File: config.mk
export PLATFORM = sky130hd
export DESIGN_NAME = fifo_write_ctrl
export DESIGN_NICKNAME = d
export VERILOG_FILES = /design/src/rtl/fifo_write_ctrl_pkg.sv /design/src/rtl/gray_sync_chain.sv /design/src/rtl/fifo_write_ctrl.sv
export SDC_FILE = /design/constraint.sdc
export NUM_CORES = 1
export LEC_CHECK = 0
export ABC_AREA = 1
export ABC_CLOCK_PERIOD_IN_PS = 3700
export BUFFER_PORTS_ARGS = -buffer_cell sky130_fd_sc_hd__buf_2
export CORE_MARGIN = 1.5
export CORE_UTILIZATION = 52
export DETAILED_ROUTE_END_ITERATION = 8
export HOLD_SLACK_MARGIN = 0.08
export PLACE_DENSITY = 0.84
export SLEW_MARGIN = 20
export SYNTH_ARGS = -nofsm -noshare
export SYNTH_HDL_FRONTEND = slang
export SYNTH_SLANG_ARGS = --single-unit
File: constraint.sdc
create_clock -name clk -period 3.7 [get_ports clk]
set_input_delay 0.74 -clock clk [delete_from_list [all_inputs] [get_ports clk]]
set_output_delay 0.74 -clock clk [all_outputs]
set_load 0.01 [all_outputs]
File: src/rtl/fifo_write_ctrl_pkg.sv
// Shared definitions for the dual-clock FIFO pointer controllers (write and read side).
package fifo_write_ctrl_pkg;

   localparam int unsigned DefPtrSz      = 2;
   localparam int unsigned DefSyncStages = 2;

   function automatic logic [31:0] bin2gray(input logic [31:0] b);
      return b ^ (b >> 1);
   endfunction

   // Upper bits beyond the pointer width must be zero for the prefix XOR to be correct.
   function automatic logic [31:0] gray2bin(input logic [31:0] g);
      logic [31:0] b;
      b[31] = g[31];
      for (int i = 30; i >= 0; i--) begin
         b[i] = b[i+1] ^ g[i];
      end
      return b;
   endfunction

endpackage

File: src/rtl/gray_sync_chain.sv
// Plain reset flop chain for crossing a Gray-coded pointer into the local clock domain.
module gray_sync_chain #(
   parameter int unsigned WIDTH  = 3,
   parameter int unsigned STAGES = 2
) (
   input  logic             clk,
   input  logic             rst,
   input  logic [WIDTH-1:0] d,
   output logic [WIDTH-1:0] q
);

   logic [WIDTH-1:0] stage_q [STAGES];

   always_ff @(posedge clk or negedge rst) begin
      if (!rst) begin
         for (int i = 0; i < STAGES; i++) begin
            stage_q[i] <= '0;
         end
      end else begin
         stage_q[0] <= d;
         for (int i = 1; i < STAGES; i++) begin
            stage_q[i] <= stage_q[i-1];
         end
      end
   end

   assign q = stage_q[STAGES-1];

endmodule

File: src/rtl/fifo_write_ctrl.sv
// Write-domain controller of a dual-clock FIFO: pointers, full/almost-full, level, overflow.
module fifo_write_ctrl
   import fifo_write_ctrl_pkg::*;
#(
   parameter int unsigned PTR_SZ       = DefPtrSz,
   parameter int unsigned SYNC_STAGES  = DefSyncStages,
   parameter int unsigned AFULL_THRESH = 3
) (
   input  logic              clk,
   input  logic              rst,
   input  logic              winc,
   input  logic [PTR_SZ:0]   rgray,
   input  logic              ovf_clr,
   output logic              write_en,
   output logic [PTR_SZ-1:0] waddr,
   output logic [PTR_SZ:0]   waddr_gray,
   output logic              wfull,
   output logic              walmost_full,
   output logic [PTR_SZ:0]   wlevel,
   output logic              woverflow
);

   localparam int unsigned PW = PTR_SZ + 1;

   // Top two bits set: full when the write Gray pointer equals the read one with those inverted.
   localparam logic [PTR_SZ:0] FullMask = {PW{1'b1}} ^ ({PW{1'b1}} >> 2);

   logic [PTR_SZ:0] wbin_q, wbin_d;
   logic [PTR_SZ:0] gray_q, gray_d;
   logic [PTR_SZ:0] rq_sync, rbin;
   logic [PTR_SZ:0] level_q, level_d;
   logic            full_q, full_d;
   logic            afull_q, afull_d;
   logic            ovf_q, ovf_d;

   gray_sync_chain #(
      .WIDTH  (PW),
      .STAGES (SYNC_STAGES)
   ) u_rptr_sync (
      .clk (clk),
      .rst (rst),
      .d   (rgray),
      .q   (rq_sync)
   );

   always_comb begin
      write_en = winc & ~full_q;
      wbin_d   = wbin_q + PW'(write_en);
      gray_d   = PW'(bin2gray(32'(wbin_d)));
      rbin     = PW'(gray2bin(32'(rq_sync)));
      level_d  = wbin_d - rbin;
      full_d   = (gray_d == (rq_sync ^ FullMask));
      afull_d  = (32'(level_d) >= AFULL_THRESH);
      ovf_d    = ovf_q;
      if (winc && full_q) begin
         ovf_d = 1'b1;
      end else if (ovf_clr) begin
         ovf_d = 1'b0;
      end
   end

   always_ff @(posedge clk or negedge rst) begin
      if (!rst) begin
         wbin_q  <= '0;
         gray_q  <= '0;
         level_q <= '0;
         full_q  <= 1'b0;
         afull_q <= 1'b0;
         ovf_q   <= 1'b0;
      end else begin
         wbin_q  <= wbin_d;
         gray_q  <= gray_d;
         level_q <= level_d;
         full_q  <= full_d;
         afull_q <= afull_d;
         ovf_q   <= ovf_d;
      end
   end

   assign waddr        = wbin_q[PTR_SZ-1:0];
   assign waddr_gray   = gray_q;
   assign wfull        = full_q;
   assign walmost_full = afull_q;
   assign wlevel       = level_q;
   assign woverflow    = ovf_q;

endmodule
* After elaboration in Yosys (flattened, before gate mapping)
Index checks and enable logic that the tools add are counted.
** Word-level totals
- Logic and storage cells :: 22
- Register bits :: 18
- Bits of input ports :: 7
** Cells by class
- Bitwise logic cells :: 6
- Reductions and logical operators :: 2
- Equal/unequal tests :: 1
- Add/subtract/negate cells :: 2
- $lt $le $gt $ge :: 1
- Multiplexer cells :: 2
** Operator list (number)
- 3-bit by 1-bit adder with 3-bit output :: 1
- 3-bit == test :: 1
- 3-bit by 2-bit greater-or-equal comparator with 1-bit output, second input constant :: 1
- 3-bit subtractor :: 1
- 3-bit by 2-bit bitwise XOR with 3-bit output :: 1
- 1-bit two-way mux :: 2
- 2-bit NOT :: 1
- 2-bit nonzero test :: 1
- 1-bit bitwise XOR :: 2
- 1-bit bitwise AND :: 1
- 1-bit logical AND :: 1
- 1-bit NOT :: 1

* Depth between registers and ports, before layout
- Word-level depth :: 5
- Gate-level depth with buffers :: 11
- Gate-level depth less buffers :: 11

* By module
From an unflattened synthesis, not the netlist that was laid out.
** Second synthesis, totals
- Cell total of the unflattened synthesis :: 75
- Area total of the unflattened synthesis :: 742.0 µm²
** Modules (own cells, without submodules)
- fifo_write_ctrl :: instances 1, seq. area each 275.3 µm², area an instance 569.3 µm², cells each 66
- gray_sync_chain :: instances 1, seq. area each 150.1 µm², area an instance 172.7 µm², cells each 9

* Least setup slack after synthesis
OpenSTA, ideal clock, no wires.
- Path kind :: input port to flip-flop
- Start :: input port winc
- End :: register afull_q (netlist: walmost_full)
- Buffers on the path :: 0
- Setup slack :: 1.684 ns
- Stages on the path :: 6
- Data arrival time :: 1.885 ns
- Library setup time :: 0.131 ns
- Data required time :: 3.569 ns
- Cells stage by stage :: nand3_2 inv_1 ha_1 inv_2 fa_1 o211ai_1
** Between the ends
- Cells in the longest elaborated chain, start to end :: 4
** Ends and longest elaborated chain
- start, declared :: RTL line fifo_write_ctrl.sv:11 : input logic winc,
- 1-bit bitwise AND :: RTL line fifo_write_ctrl.sv:47 : write_en = winc & ~full_q;
- 3-bit by 1-bit adder with 3-bit output :: RTL line fifo_write_ctrl.sv:48 : wbin_d = wbin_q + PW'(write_en);
- named net wbin_d[1] :: RTL line fifo_write_ctrl.sv:28 : logic [PTR_SZ:0] wbin_q, wbin_d;
- 3-bit subtractor :: RTL line fifo_write_ctrl.sv:51 : level_d = wbin_d - rbin;
- 3-bit by 2-bit greater-or-equal comparator with 1-bit output :: RTL line fifo_write_ctrl.sv:53 : afull_d = (32'(level_d) >= AFULL_THRESH);
- named net afull_d :: RTL line fifo_write_ctrl.sv:33 : logic afull_q, afull_d;
- end signal, assigned :: RTL line fifo_write_ctrl.sv:75 : afull_q <= afull_d;
- end, declared :: RTL line fifo_write_ctrl.sv:33
The timed path passes the listed nets, and every way through them passes these cells.
A chain may end at the register's enable or synchronous reset.

* Worst setup path after layout
Same ends and word-level chain as after synthesis.

==> qor.csv <==
stage,metric,value,unit
global_route,overflow,0,
synth,ys.flop_type,dfrtp_1,
worst_setup_path,crit_path_end_kind,flip-flop,
synth,yosys.cell_types.count,13,
global_route,grt_pass1_vias,459,
power_and_ir_drop,ir_worst_vdd,0.458,mV
drt,ant_nets,0,
cts,cts_tree,built,
timing,period_share,0.527,
timing,finalClockSkew,0.00196,ns
run,max_cap_viol_count,0,
worst_setup_path,cp_num_buf_inv,3,
worst_setup_path,required,3.87,ns
power_and_ir_drop,p_leak,0.488,nW
global_route,grt_start_max_net_pins,18,
cells_and_area,drive_above_1_share,0.319,
cts,cts_max_level,1,
placement,hpwlAfterDp,886,µm
placement,post-place-cells,105,
drt,wire_per_inst,10.5,µm
timing,rsz0062_at_grt,false,
cts,clk_pin_slew,0.09,ns
placement,gp_congestion,0.794,
worst_setup_path,crit_type,input port to flip-flop,
cts,clock-sinks,17,
cts,hold_buffers,0,
cells_and_area,nets,105,
cts,numCtsBuffers,3,
drt,dr_total_vias,531,
drt,viasPerCell,4.87,
status,status,"complete, no violations",
cells_and_area,nFillCells,105,
power_and_ir_drop,power_per_cell_area,843,mW/mm²
global_route,grt_use_total,0.188,
drt,drt_iter0_markers,6,
timing,max_slew.worst_pin.slew,0.365,ns
cts,cts.path.max_buffers,2,
cts,clk_latency,0.29,ns
timing,slew_headroom,0.756,
cts,cts_resized,0,
placement,port_buffers,18,
drt,wirelength,1.14,mm
timing,period_needed,1.95,ns
cells_and_area,ff_latch_area,425,µm²
timing,fmaxAchievable,513,MHz
synth,syn-num-nets,82,
floorplanning,placementRows,13,
floorplanning,die_area,0.00161,mm²
synth,yosysTopAreaCell,dfrtp_1,
cells_and_area,final-instance-count-excl-fill,109,
floorplanning,chipWidth,40.1,µm
synth,avgSynthCellArea,9.92,µm²
floorplanning,die_height,40.1,µm
cts,cts.root.buffer_cell,clkbuf_4,
global_route,grt_pass1_wl,1.81,mm
cells_and_area,syn_to_final_growth,18.9,%
floorplanning,initial_utilization,0.556,
worst_setup_path,crit_fanout,5,
drt,drc,0,
synth,synth-seq-area-share,0.595,
synth,synth_area,714,µm²
floorplanning,ios,19,
worst_setup_path,critPathArrivalTime,2.12,ns
worst_setup_path,crit_family,adder cells,
timing,whs,0.345,ns
hold_path,min_path_type,input port to asynchronous set/reset pin,
global_route,antenna_found_initial,0,
synth,synth_cells,72,
synth,synth_common_cells,"dfrtp_1, inv_1, nand2_1, nand3_1, nand2_2",
timing,finalSetupViolations,0,
synth,synth-seq-cells,17,
floorplanning,core_area,0.00128,mm²
timing,hold_viol_final,0,
synth,synth.most_common_cell,dfrtp_1,
worst_setup_path,slowest_stage,fa_1,
cells_and_area,multi_input_area,225,µm²
cts,cts_setup_buffers,0,
cells_and_area,final_util,0.661,
synth,synth_top_area_frac,0.595,
worst_setup_path,startpoint_type,input port,
timing,tns,0,ns
synth,yosys-top-cells-area,"dfrtp_1, inv_1, nand2_1, nand3_1, nand2_2",
cells_and_area,diodes,0,
drt,drt_pass1_iterations,4,
worst_setup_path,crit_chain,"buf_2, nand3_2, inv_1, ha_1, inv_2, fa_1, o211ai_1",
worst_setup_path,max_stage_delay,0.58,ns
synth,yosys_warnings,0,
synth,synth-async-reset-ratio,1.00,
synth,synth_enable_flop_cells,0,
timing,maxSlewViolCount,0,
[flip-flops by register name, indices dropped and copies added, names as in the netlist]
name and flops:
wfull 1, woverflow 1, wlevel 3, u_rptr_sync.stage_q 3, u_rptr_sync.q 3, wbin_q 2, waddr_gray 3, walmost_full 1
[path summary, 6_finish.rpt]
check,startpoint,to,slack [ns],cells past startpoint
max,winc,walmost_full$_DFF_PN0_,1.75,7
min reg2reg,u_rptr_sync.stage_q[4]$_DFF_PN0_,u_rptr_sync.q[1]$_DFF_PN0_,0.36,0
min,rst,wfull$_DFF_PN0_,0.35,1
min in group clk,u_rptr_sync.stage_q[4]$_DFF_PN0_,u_rptr_sync.q[1]$_DFF_PN0_,0.36,0
max in group asynchronous,rst,walmost_full$_DFF_PN0_,3.09,1
max reg2reg,u_rptr_sync.q[2]$_DFF_PN0_,walmost_full$_DFF_PN0_,1.82,6
[layout make-up]
class / instances / area share
inverters: 17 / 0.0751
repair buffers: 18 / 0.106
multi-input cells: 38 / 0.265
well taps: 15 / 0.0221
clock buffers: 4 / 0.0309
flip-flops and latches: 17 / 0.501
[logic make-up after synthesis]
| logic type | Yosys count | synth area share |
|---|---|---|
| buffers and inverters | 17 | 0.0893 |
| AND/OR/NAND/NOR | 31 | 0.210 |
| AO/OA/AOI/OAI | 2 | 0.0175 |
| adder cells (fa/ha/maj) | 3 | 0.0630 |
| XOR/XNOR | 2 | 0.0245 |
| flip-flops | 17 | 0.595 |
[report_power, final]
part | internal (mW) | leakage, nW | switching, mW | total (mW)
clock network | 0.0420 | 0.0150 | 0.0575 | 0.0995
logic | 0.134 | 0.271 | 0.208 | 0.342
registers | 0.248 | 0.202 | 0.0267 | 0.274
[per-layer routing]
layer / up-vias / track usage / wire, µm
met2: 20 / 0.315 / 557
met5: - / 0 / 0
li1: 261 / - / -
met3: 5 / 0.0500 / 74
met1: 245 / 0.193 / 475
met4: 0 / 0.155 / 32
[per-stage QoR]
step	total power [mW]	setup slack (ns)	area (µm²)
after floorplan	0.518	1.68	714
after global placement	0.610	1.52	823
after detailed placement	0.623	1.44	823
after CTS	0.725	1.74	850
after global routing	0.785	1.66	850
final	0.716	1.75	850
[placed cells by master (no fill, tap or decap), drive strengths merged]
cell,Yosys,routed
buf,0,18
clkbuf,0,4
dfrtp,17,17
fa,1,1
ha,2,2
inv,17,17
nand2,19,19
nand3,11,11
nor2,1,1
o211ai,1,1
o21ai,1,1
xor2,2,2
[worst register-to-register path: stages, from the launching register on]
cell and delay, ns:
dfrtp_1 0.41, xor2_1 0.30, xor2_1 0.19, inv_1 0.06
ha_1 0.19, fa_1 0.47, o211ai_1 0.18
No activity file was read; power rests on OpenSTA's default activity.
